File: src/rtl/chip_74ls191_sync.sv
// Presettable WIDTH-bit synchronous up/down counter modelled on the 74LS191.
// MAX_MIN and RCO_n decode the terminal state so that stages can be cascaded.
module chip_74ls191_sync #(
   parameter int WIDTH = 4
) (
   input  logic             CLK,
   input  logic             CLR_n,
   input  logic             LOAD_n,
   input  logic             CTEN_n,
   input  logic             D_U,
   input  logic [WIDTH-1:0] D,
   output logic [WIDTH-1:0] Q,
   output logic             MAX_MIN,
   output logic             RCO_n
);

   localparam logic [WIDTH-1:0] ONE      = {{(WIDTH-1){1'b0}}, 1'b1};
   localparam logic [WIDTH-1:0] ALL_ONES = {WIDTH{1'b1}};

   logic [WIDTH-1:0] r_q;
   logic [WIDTH-1:0] w_next;
   logic             w_maxMin;

   // Load beats counting; D_U is sampled at the edge, so a direction change never needs extra state.
   always_comb begin
      w_next = r_q;
      if (!LOAD_n) begin
         w_next = D;
      end else if (!CTEN_n) begin
         w_next = D_U ? (r_q - ONE) : (r_q + ONE);
      end
   end

   always_ff @(posedge CLK or negedge CLR_n) begin
      if (!CLR_n) begin
         r_q <= '0;
      end else begin
         r_q <= w_next;
      end
   end

   // Terminal-count decode follows D_U combinationally; RCO_n pulses in the CLK-low half to clock the next stage.
   assign w_maxMin = D_U ? (r_q == '0) : (r_q == ALL_ONES);

   assign Q       = r_q;
   assign MAX_MIN = w_maxMin;
   assign RCO_n   = ~(w_maxMin & ~CTEN_n & ~CLK);

endmodule

File: config.mk
export PLATFORM = sky130hd
export DESIGN_NAME = chip_74ls191_sync
export DESIGN_NICKNAME = d
export VERILOG_FILES = /design/src/rtl/chip_74ls191_sync.sv
export SDC_FILE = /design/constraint.sdc
export NUM_CORES = 1
export LEC_CHECK = 0
export ABC_CLOCK_PERIOD_IN_PS = 2200
export CAP_MARGIN = 30
export CORE_AREA = 3 3 40 42
export CTS_CLUSTER_DIAMETER = 40
export DETAILED_ROUTE_END_ITERATION = 8
export DIE_AREA = 0 0 43 45
export PLACE_DENSITY_LB_ADDON = 0.1
export RECOVER_POWER = 50
export SLEW_MARGIN = 20
export SYNTH_ARGS = -nofsm -noshare
export SYNTH_HDL_FRONTEND = slang
export SYNTH_SLANG_ARGS = --single-unit
File: constraint.sdc
create_clock -name CLK -period 2.2 [get_ports CLK]
set_clock_uncertainty 0.15 [all_clocks]
set_input_delay 0.33 -clock CLK [delete_from_list [all_inputs] [get_ports CLK]]
set_output_delay 0.33 -clock CLK [all_outputs]
set_load 0.05 [all_outputs]
# Word-level counts from Yosys, hierarchy flattened
# Cells that the tools add are included.
[totals] ff_bits=4 out_inout_bits=6 wordCells=15
[classes] add_sub_neg=2 n_eq_ne=2 mux=4 n_bitwise=5 n_reduce_logical=1
[op_table] op="$mux 4" count=3
[op_table] op="$add 4x1->4 const B" count=1
[op_table] op="$eq 4x4->1 const B" count=1
[op_table] op="$logic_not 4->1" count=1
[op_table] op="$sub 4x1->4 const B" count=1
[op_table] op="$not 1->1" count=3
[op_table] op="$and 1x1->1" count=2
[op_table] op="$ne 2x2->1 const B" count=1
[op_table] op="$mux 1" count=1

# Logic depth before layout (Yosys ltp)
# Gate-level depths: netlist of run 1.
[depth] depth_word=5 depth_mapped=5 depth_no_buf=5

==> flow_summary.ini, run 1 <==
[power]
peakVddDrop_uv = 555.5
power_density_nw_per_um2 = 750.4
p_leak_nw = 0.2818

[floorplanning]
io_pins = 15
start_util_pct = 27.95
die_h_um = 45
coreArea_um2 = 1285
row_count = 13
die-area_um2 = 1935
die_x_um = 43

[synthesis]
synth_warnings = 0
syn_area_per_cell_um2 = 8.977
syn_area_um2 = 359.1
ys_ff_latch = 4
ys_seq_area_share_pct = 27.87
synthDistinctLibCells = 25
syn_inst = 40
synth_nets = 52

[timing]
worst_slew_pin_slew_ns = 0.4932
fin_crit_ns = 2.182
period_share_pct = 99.17
rsz0062_at_grt = true
slew_violations = 0
hold_viol = 0
slew_headroom_pct = 67.02
max_clock_freq_mhz = 458.4
setup_viol = 0

[detailed_routing]
viasPerCell = 4.753
firstDrtPassIters = 4
drt_wl_total_um = 915
drt-initial-drc-count = 8
vias = 385
wl_per_cell_um = 11.30
ant_nets = 0
drc = 0

[run_status]
status = finished clean

[cts]
worstSkewPairLatency_ns = 0.34
postCtsSetupRepairBufs = 0
cts.clk_slew.worst_paths_ns = 0.04
cts_tree = yes

[cells_and_area]
nets = 80
largest_register_ffs = 4
synthToLayoutAreaGrowth_pct = 74.91
drive_gt1_share_pct = 34.85
layout_common_cells = clkdlybuf4s50_1 (9), buf_4 (9), clkbuf_4 (5)
final_cells = 81
fin_area_um2 = 628.1
n_antenna_cell = 0

[global_routing]
grt_first_pass_wirelength_um = 1552
grt_pass1_vias = 403
grt_usage_pct = 11.64
antenna_found_initial = 0
globalRouteOverflowTotal = 0
grt_max_degree = 9

[critical_path]
cp.required_ns = 1.72
worstPathBufferInverterCount = 1
path_cells = nand2_1 > or4_4 > a211o_1 > buf_6
cp_top_family = simple AND/OR/NAND/NOR gates
cp-end-kind = output pin
crit_arrival_ns = 1.70
crit_fanout = 2
criticalPathCategory = flop to output pin
worstSetupStartpointType = flop
max_stage_delay_ns = 0.53
critPathSlowestCell = or4_4

[hold_path]
hold_class = input pin to asynchronous set/reset pin

[placed_design]
place.gp.congestion = 0.7457
port_buffers = 14
dp_cells = 76
dpl_cell_area_um2 = 589.3

[run]
cap_violations = 0
[metrics by stage]
step / setup slack (ns) / hold WS [ns] / power, mW / utilization, % / TNS, ns
3_3_place_gp: -0.4974 / 0.3889 / 0.3322 / 45.86 / -0.4974
5_1_grt: -0.03452 / 0.1079 / 0.5068 / 48.88 / -0.03452
3_5_place_dp: -0.5071 / 0.3870 / 0.3365 / 45.86 / -0.5321
2_1_floorplan: 0.03362 / -0.1156 / 0.2361 / - / 0
4_1_cts: 0.001392 / 0.02740 / 0.4821 / 48.88 / 0
6_report: 0.01832 / 0.1048 / 0.4713 / 48.88 / 0
[metal layers]
metal / GRT usage (%) / vias to the layer above / part of all wire [%]
li1: - / 201 / -
met1: 11.76 / 165 / 42
met2: 17.37 / 17 / 48
met3: 5.578 / 2 / 8.9
met4: 11.45 / 0 / 1.1
met5: 0 / - / 0
[repair_timing]
item	CTS	global route
endpoints found under the setup margin	4	2
pin swaps	2	0
hold buffers	0	0
gates resized for setup	7	0
[final cells by class]
class / instances / area (um^2)
Tap cell: 15 / 18.77
Fill cell: 126 / 656.9
Clock buffer: 6 / 48.80
Multi-Input combinational cell: 30 / 235.2
Timing Repair Buffer: 22 / 207.7
Sequential cell: 4 / 102.6
Inverter: 4 / 15.01
[synthesized netlist by cell type, drive strengths merged]
cell type	instances	area share, %
a211o	1	2.4
a21o	1	2.4
a21oi	2	2.8
a221oi	1	2.4
a22oi	1	2.1
buf	1	1.4
clkbuf	1	1.0
dfrtp	4	28
fa	1	5.6
ha	2	7.0
inv	4	4.2
mux2	2	6.3
mux2i	1	2.8
nand2	3	3.1
nand3	3	4.2
nand3b	1	2.1
nand4	1	1.7
nand4bb	1	3.1
nor2	2	2.1
o21ai	2	2.8
or3	1	1.7
or4	1	3.1
or4b	1	2.8
xnor2	2	4.9
[report_power, final]
group	internal, mW	leakage, nW	switching [mW]	total, mW
registers	0.0880	0.0446	0.00721	0.0952
logic	0.106	0.207	0.125	0.231
clock network	0.104	0.0301	0.0411	0.145
[worst register-to-register path, cell delays in order, from the launching register on]
cell and delay [ns]:
dfrtp_1 0.37, buf_4 0.15, ha_1 0.35, a21oi_1 0.18, a22oi_1 0.09, or3_1 0.39
[final timing paths]
| kind | from | endpoint | slack [ns] | cells past startpoint |
|---|---|---|---|---|
| max | Q[3] | RCO_n | 0.02 | 4 |
| min | CLR_n | Q[3] | 0.10 | 1 |
| max reg2reg | Q[2] | Q[3] | 0.39 | 5 |
| min reg2reg | Q[2] | Q[2] | 0.55 | 3 |
| max in group asynchronous | CLR_n | Q[1] | 1.62 | 1 |
| min in group CLK | D[2] | Q[2] | 0.42 | 3 |
[cells by family after synthesis]
group,count (synthesis),synth area share (%)
muxes,3,9.059
adders and majority gates,3,12.54
buffers and inverters,6,6.617
AOI/OAI and AO/OA,8,14.98
DFF,4,27.88
and+or+nand+nor,14,24.04
xor gates and xnor gates,2,4.879
Note: power is estimated with default switching activity, not from simulation.
==> inputs of run 2 (changes only) <==
DONT_BUFFER_PORTS = 1   (was default)
==> run 2 against run 1 <==
Die area did not move. Combinational power fell by 13%. Via count decreased by 5.7%. Worst setup slack improved by 0.0035 ns. Clock-buffer cell count unchanged. Fmax rose by 0.16%. Sequential power grew 2%. Final cell count decreased by 14%. Non-clock buffer count decreased by 11. Utilization decreased by 7.3 points. Critical endpoint unchanged. Highest routed layer unchanged.
==> flow_summary.ini, run 2 (synthesis gave the netlist of run 1 again) <==
[detailed_routing]
drt_wl_total_um = 979
met3WireLength_um = 109
drt-initial-drc-count = 7
firstDrtPassIters = 4
wl_met2_um = 472
highest_layer = met4
viasPerCell = 5.186
vias = 363
drc = 0
drt-met1-wl_um = 352
wl_per_cell_um = 13.99
ant_nets = 0

[floorplanning]
row_count = 13
io_pins = 15
coreArea_um2 = 1285
die_h_um = 45
die-area_um2 = 1935
die_x_um = 43
start_util_pct = 27.95

[critical_path]
crit_path_end = RCO_n
cp.required_ns = 1.72
worstSetupStartpointType = flop
cp_top_family = simple AND/OR/NAND/NOR gates
crit_arrival_ns = 1.70
r2r_slack_ns = 0.31
regToRegStartpoint = Q[1]
rr_endpoint = Q[3]
cp-end-kind = output pin
worstRegToRegCells = 6
crit_start = Q[0]
max_stage_delay_ns = 0.52
critPathSlowestCell = or4_4
crit_fanout = 3
worstPathBufferInverterCount = 1
criticalPathCategory = flop to output pin
path_cells = inv_2 > or4_4 > a211o_4
cp_num_cells = 3

[cells_and_area]
largest_register_ffs = 4
fin_area_um2 = 534.3
layout_common_cells = clkbuf_4 (6), buf_4 (5), dlygate4sd3_1 (4), nand2_1 (3), nand3_1 (3)
synthToLayoutAreaGrowth_pct = 48.78
final_common_cell = clkbuf_4
drive_gt1_share_pct = 40.00
nets = 69
n_antenna_cell = 0

[power]
power_uw = 482.2
p_leak_nw = 0.2378
power_density_nw_per_um2 = 902.5
peakVddDrop_uv = 433.7

[placed_design]
place.gp.congestion = 0.7782
port_buffers = 0
dpl_cell_area_um2 = 421.7

[timing]
period_share_pct = 99.01
slew_headroom_pct = 85.48
max_clock_freq_mhz = 459.1
slew_violations = 0
hold_viol = 0
fin_crit_ns = 2.178
setup_viol = 0
worst_slew_pin_slew_ns = 0.2177

[run_status]
status = finished clean

[global_routing]
globalRouteOverflowTotal = 0
antenna_found_initial = 0
grt_usage_pct = 11.72
grt_first_pass_wirelength_um = 1449
grt_max_degree = 10
grt_pass1_vias = 350

[cts]
cts_tree = yes
worstSkewPairLatency_ns = 0.34
cts.clk_slew.worst_paths_ns = 0.04

[hold_path]
hold_class = input pin to flop

[run]
cap_violations = 0
run 2: how the worst min path moves through the flow:
stage           from    to  slack [ns]  depth (start not counted)
6_report        D[2]  Q[2]       0.009                          2
5_1_grt         D[2]  Q[2]        0.03                          2
4_1_cts         D[2]  Q[2]       0.007                          2
3_5_place_dp   CLR_n  Q[3]       -0.12                          0
3_3_place_gp   CLR_n  Q[0]       -0.12                          0
2_1_floorplan  CLR_n  Q[0]       -0.12                          0
run 2: final cells by class:
type                       count  area (um^2)
fill                         133        750.7
timing repair buffer          11        108.9
tap                           15        18.77
clock buffer                   6        45.04
sequential                     4        102.6
inverter                       4        15.01
multi-input combinational     30        244.0
run 2: per-stage QoR:
stage,setup TNS [ns],worst slack (ns),utilization (%),instances,hold slack [ns]
global placement,0,0.2141,32.81,58,-0.1155
floorplan,0,0.03362,-,40,-0.1156
global route,-0.003885,-0.003885,41.58,70,0.03453
detailed placement,0,0.2141,32.81,58,-0.1155
CTS,0,0.009004,40.70,69,0.006680
finish,0,0.02180,41.58,70,0.009047
run 2: routing by layer:
| layer | track usage, % | vias up |
|---|---|---|
| li1 | - | 174 |
| met1 | 9.535 | 165 |
| met2 | 17.07 | 18 |
| met3 | 7.968 | 6 |
| met4 | 14.46 | 0 |
| met5 | 0 | - |
run 2: report_power, final:
part	total, mW	switching, mW	internal [mW]
sequential	0.0967	0.00864	0.0880
combinational	0.200	0.119	0.0810
clock	0.186	0.0614	0.124
total	0.482	0.189	0.293
run 2: what timing repair did:
item,in CTS,in global routing
gates resized for setup,3,1
buffers inserted,1,1
pin swaps,1,2
hold buffers,4,0
setup endpoints to repair,2,3
hold endpoints to repair,7,0
==> inputs of run 3 (changes only) <==
CELL_PAD_IN_SITES_DETAIL_PLACEMENT = 1   (was default)
CELL_PAD_IN_SITES_GLOBAL_PLACEMENT = 1   (was default)
==> run 3 against run 2 <==
Non-clock buffer count down 2. Sequential share of layout area rose by 0.41 points. Register-to-register slack improved by 0.11 ns. Wire length fell by 2.7%. Combinational power shrank 8%. Clock power rose by 3%. Worst setup slack lost 0.0042 ns. Via count down 1.1%. Fmax fell by 0.19%. Sequential cell count did not move. Clock-buffer cell count is 1 higher. Critical path depth did not move. Critical path type unchanged. Largest power group is now clock.
==> flow_summary.ini, run 3 (synthesis gave the netlist of run 1 again) <==
[cells_and_area]
synthToLayoutAreaGrowth_pct = 45.64
fin_util_pct = 40.70
final_common_cell = clkbuf_4
nets = 67
layout_common_cells = clkbuf_4 (6), dlygate4sd3_1 (4), nand2_1 (3), nand3_1 (3), buf_4 (3)
n_antenna_cell = 0
fin_area_um2 = 523.0
drive_gt1_share_pct = 37.04
largest_register_ffs = 4

[critical_path]
path_cells = inv_2 > or4_4 > a211o_4
rr_endpoint = Q[3]
cp-end-kind = output pin
cp_top_family = simple AND/OR/NAND/NOR gates
criticalPathCategory = flop to output pin
crit_fanout = 3
r2r_slack_ns = 0.42
worstPathBufferInverterCount = 1
critPathSlowestCell = or4_4
crit_arrival_ns = 1.70
max_stage_delay_ns = 0.52
regToRegStartpoint = Q[1]
worstRegToRegCells = 5
worstSetupStartpointType = flop
cp.required_ns = 1.72

[placed_design]
port_buffers = 0
dpl_cell_area_um2 = 421.7
hpwl_um = 749.7
place.gp.congestion = 0.6810

[power]
p_leak_nw = 0.2293
power_density_nw_per_um2 = 909.4
peakVddDrop_uv = 371.8

[floorplanning]
start_util_pct = 27.95
die_x_um = 43
row_count = 13
die_h_um = 45
die-area_um2 = 1935
io_pins = 15
coreArea_um2 = 1285

[detailed_routing]
drt_wl_total_um = 953
vias = 359
drt-initial-drc-count = 2
viasPerCell = 5.203
wl_per_cell_um = 13.81
firstDrtPassIters = 2
drc = 0
ant_nets = 0

[timing]
slew_violations = 0
slew_headroom_pct = 84.83
max_clock_freq_mhz = 458.2
fin_crit_ns = 2.182
rsz0062_at_grt = true
setup_viol = 0
hold_viol = 0
period_share_pct = 99.20
worst_slew_pin_slew_ns = 0.2275

[hold_path]
holdCritStartpoint = D[2]
hold_class = input pin to flop
whs_path_depth = 2
holdPathEnd = Q[2]

[global_routing]
grt_first_pass_wirelength_um = 1683
grt_max_degree = 10
globalRouteOverflowTotal = 0
grt_usage_pct = 13.15
antenna_found_initial = 0
grt_pass1_vias = 395

[run_status]
status = finished clean

[cts]
cts.clk_slew.worst_paths_ns = 0.04
postCtsSetupRepairBufs = 0
cts_tree = yes
worstSkewPairLatency_ns = 0.35

[run]
cap_violations = 0
==> run 3: changes by cell type in the layout (fill, tap and decap cells not counted), sizes merged <==
cell,delta
buf,-2
clkbuf,+1
==> run 3: repair_timing <==
action                                  4_1_cts  5_1_grt
resized for setup                             3        1
hold buffers                                  4        0
hold endpoints to repair                      7        0
pin swaps                                     2        1
endpoints found under the setup margin        2        3
==> run 3: worst max-delay path by stage <==
stage | start | end | slack (ns) | depth (start not counted)
final | Q[0] | RCO_n | 0.02 | 3
after global routing | Q[0] | RCO_n | -0.04 | 3
after CTS | Q[0] | RCO_n | 0.006 | 3
after detailed placement | CLK | RCO_n | 0.21 | 1
after global placement | CLK | RCO_n | 0.21 | 1
after floorplan | Q[3] | RCO_n | 0.03 | 3
==> run 3: cell type report <==
type                            instances  area (um^2)
Clock buffer                            7        48.80
Sequential cell                         4        102.6
Timing Repair Buffer                    9        93.84
Tap cell                               15        18.77
Inverter                                4        15.01
Fill cell                             160        762.0
Multi-Input combinational cell         30        244.0
==> run 3: where the power goes <==
part,internal (mW),switching (mW)
sequential,0.0880,0.0114
combinational,0.0734,0.111
clock,0.131,0.0602
total,0.293,0.183
==> run 3: per-stage QoR <==
| step | std cells | setup WS, ns | setup TNS (ns) | hold WS (ns) | power (mW) |
|---|---|---|---|---|---|
| 2_1_floorplan | 40 | 0.03362 | 0 | -0.1156 | 0.2361 |
| 3_3_place_gp | 58 | 0.2141 | 0 | -0.1155 | 0.2771 |
| 3_5_place_dp | 58 | 0.2141 | 0 | -0.1155 | 0.2796 |
| 4_1_cts | 69 | 0.005529 | 0 | 0.005432 | 0.4849 |
| 5_1_grt | 69 | -0.03658 | -0.03658 | 0.01087 | 0.5142 |
| 6_report | 69 | 0.01756 | 0 | 0.01103 | 0.4756 |
==> run 3: metal layers <==
layer,GRT usage (%),part of all wire (%)
met4,12.65,3.9
met1,13.48,43
met2,16.17,40
met3,10.76,13
met5,0,0
==> patch, RTL diff (config.mk and constraints of run 2) <==
`WIDTH`: 4 -> 6.
--- a/src/rtl/chip_74ls191_sync.sv
+++ b/src/rtl/chip_74ls191_sync.sv
@@ -3,3 +3,3 @@
 module chip_74ls191_sync #(
-   parameter int WIDTH = 4
+   parameter int WIDTH = 6
 ) (
Interface: changed (resized D and Q); port bits go from 15 to 19. The function was not compared with the original's and may differ.
==> patch against run 2 <==
Area after synthesis rose by 46%; routed wire length rose by 37%; combinational power rose by 9%; synthesized cell count rose by 55%; sequential cell count rose by 2; total power rose by 19%; largest cell class unchanged; cell area rose by 35%; global-route usage rose by 3.1 points; worst setup slack improved by 0.0048 ns.
==> patch: results (changes against run 2) <==
* Final antenna-violating net count at 0 (unchanged)
* Worst skew pair latency at 0.36 ns (was 0.34 ns)
* Fillers at 115 (was 133)
* Routed length per instance at 14.4 µm (was 14.0 µm)
* Maximum fanout along the worst path at 5 (was 3)
* Largest cells by area after synthesis: sky130_fd_sc_hd__dfrtp_1 (29%), sky130_fd_sc_hd__ha_1 (9.5%), sky130_fd_sc_hd__a21oi_1 (5.7%) (was sky130_fd_sc_hd__dfrtp_1 (28%), sky130_fd_sc_hd__ha_1 (7.0%), sky130_fd_sc_hd__mux2_2 (6.3%))
* Number of placed instances, taps included at 81 (was 58)
* Max VDD drop at 402 µV (was 434 µV)
* Synth cell count leaders: sky130_fd_sc_hd__nor2_1 (7), sky130_fd_sc_hd__a21oi_1 (6), sky130_fd_sc_hd__dfrtp_1 (6) (was sky130_fd_sc_hd__dfrtp_1 (4), sky130_fd_sc_hd__inv_1 (3), sky130_fd_sc_hd__nand2_1 (3), sky130_fd_sc_hd__nand3_1 (3))
* Aggregate routed wire length at 1.34 mm (was 979 µm)
* Net count of the mapped netlist at 78 (was 52)
* Cell class contributing the biggest share of worst-path delay: flip-flops (was simple AND/OR/NAND/NOR gates)
* Fraction of the yosys area taken by sequential cells at 28.6% (was 27.9%)
* Hold slack final at 0.0490 ns (was 0.00905 ns)
* Number of unique standard cell types used by synthesis at 28 (was 25)
* Global-route wire length before repair at 2.12 mm (was 1.45 mm)
* Actual transition at the worst max-transition pin at 0.366 ns (was 0.218 ns)
* Average via count per standard cell at 5.63 (was 5.19)
* Max reg flops at 6 (was 4)
* Dpl hpwl at 964 µm
* Number of synthesis warnings at 0 (unchanged)
* Final Net Count at 96 (was 69)
* Reported leakage power at 0.341 nW (was 0.238 nW)
* Total setup buffers inserted after CTS at 0 (was 1)
* Cell with the largest stage delay on the worst path: sky130_fd_sc_hd__dfrtp_2 (was sky130_fd_sc_hd__or4_4)
* Largest stage delay on the critical path at 0.54 ns (was 0.52 ns)
* Result of the run: completed (unchanged)
* Gate Count Post-Synth at 62 (was 40)
* Starting DRT DRC Count at 11 (was 7)
* Via count of the first global-routing pass at 472 (was 350)
* Share of layout cells above drive strength 1 at 30.8% (was 40.0%)
* Class of the worst hold path: in2reg (unchanged)
* Global Route Usage Sum at 14.8% (was 11.7%)
* GPL Wtd Cong at 0.742 (was 0.778)
* Pin count of the biggest net entering global routing at 12 (was 10)
* Async SR Flop Fraction at 100% (unchanged)
* Register-to-register setup slack at 0.32 ns
* TritonRoute pass-1 iters at 4 (unchanged)
[patch: cell count changes after synthesis, sizes merged, moves of 2 or more]
cell,delta
nor2,+5
a21oi,+4
nor2b,+3
a21o,+2
a31oi,+2
dfrtp,+2
ha,+2
nand4,+2
[patch: layout make-up]
type / count / area share, %
Clock buffer: 6 / 6.24
Inverter: 4 / 2.08
Multi-Input combinational cell: 50 / 52.2
Sequential cell: 6 / 21.8
Tap cell: 15 / 2.60
Timing Repair Buffer: 12 / 15.1
[patch: layer usage]
layer / GRT usage [%] / up-vias / part of all wire, % / wire length, µm
met1: 20.9 / 240 / 49 / 651
met4: 7.23 / 0 / 1.0 / 14
met3: 4.78 / 2 / 5.7 / 77
met2: 20.4 / 19 / 44 / 596
li1: - / 263 / - / -
met5: 0 / - / 0 / 0
[patch: worst register-to-register path, stage by stage, from the launching register on]
cell                      delay [ns]
sky130_fd_sc_hd__dfrtp_2        0.43
sky130_fd_sc_hd__ha_1           0.34
sky130_fd_sc_hd__nor2b_4        0.14
sky130_fd_sc_hd__o21a_1         0.17
sky130_fd_sc_hd__or4b_1         0.49
sky130_fd_sc_hd__nand3_1        0.09
[patch: cell families (layout without fill, tap and decap cells)]
kind of cell	count (synthesis)	count (layout)	synth area share, %
muxes	1	1	2.15
xor gates and xnor gates	2	2	3.34
buffers and inverters	6	22	4.53
AOI/OAI and AO/OA	16	16	19.1
adders and majority gates	5	5	13.4
DFF	6	6	28.6
and+or+nand+nor	26	26	28.9
[patch: worst paths after layout]
kind	start	end	cells past startpoint
worst max-delay path	Q[4]	MAX_MIN	4
worst min-delay path	CTEN_n	Q[2]	2
worst max register to register	Q[2]	Q[4]	5
worst min register to register	Q[1]	Q[1]	2
max in group asynchronous	CLR_n	Q[0]	1
min in group asynchronous	CLR_n	Q[2]	1
[patch: through the flow]
| step | worst slack [ns] | instance area [µm²] | util (%) |
|---|---|---|---|
| floorplan | 0.00409 | 558 | - |
| global placement | 0.330 | 613 | 47.7 |
| detailed placement | 0.323 | 613 | 47.7 |
| CTS | 0.00549 | 722 | 56.2 |
| global route | -0.0375 | 722 | 56.2 |
| finish | 0.0266 | 722 | 56.2 |
[patch: power by group]
group | switching (mW) | internal [mW] | total, mW
clock | 0.0675 | 0.124 | 0.192
sequential | 0.0320 | 0.131 | 0.163
combinational | 0.131 | 0.0867 | 0.218
total | 0.231 | 0.341 | 0.572
[patch: repair_timing]
action,in CTS,in global routing
endpoints found under the setup margin,1,3
gates resized for setup,1,0
endpoints found under the hold margin,11,0
hold buffers,6,0
pin swaps,0,1
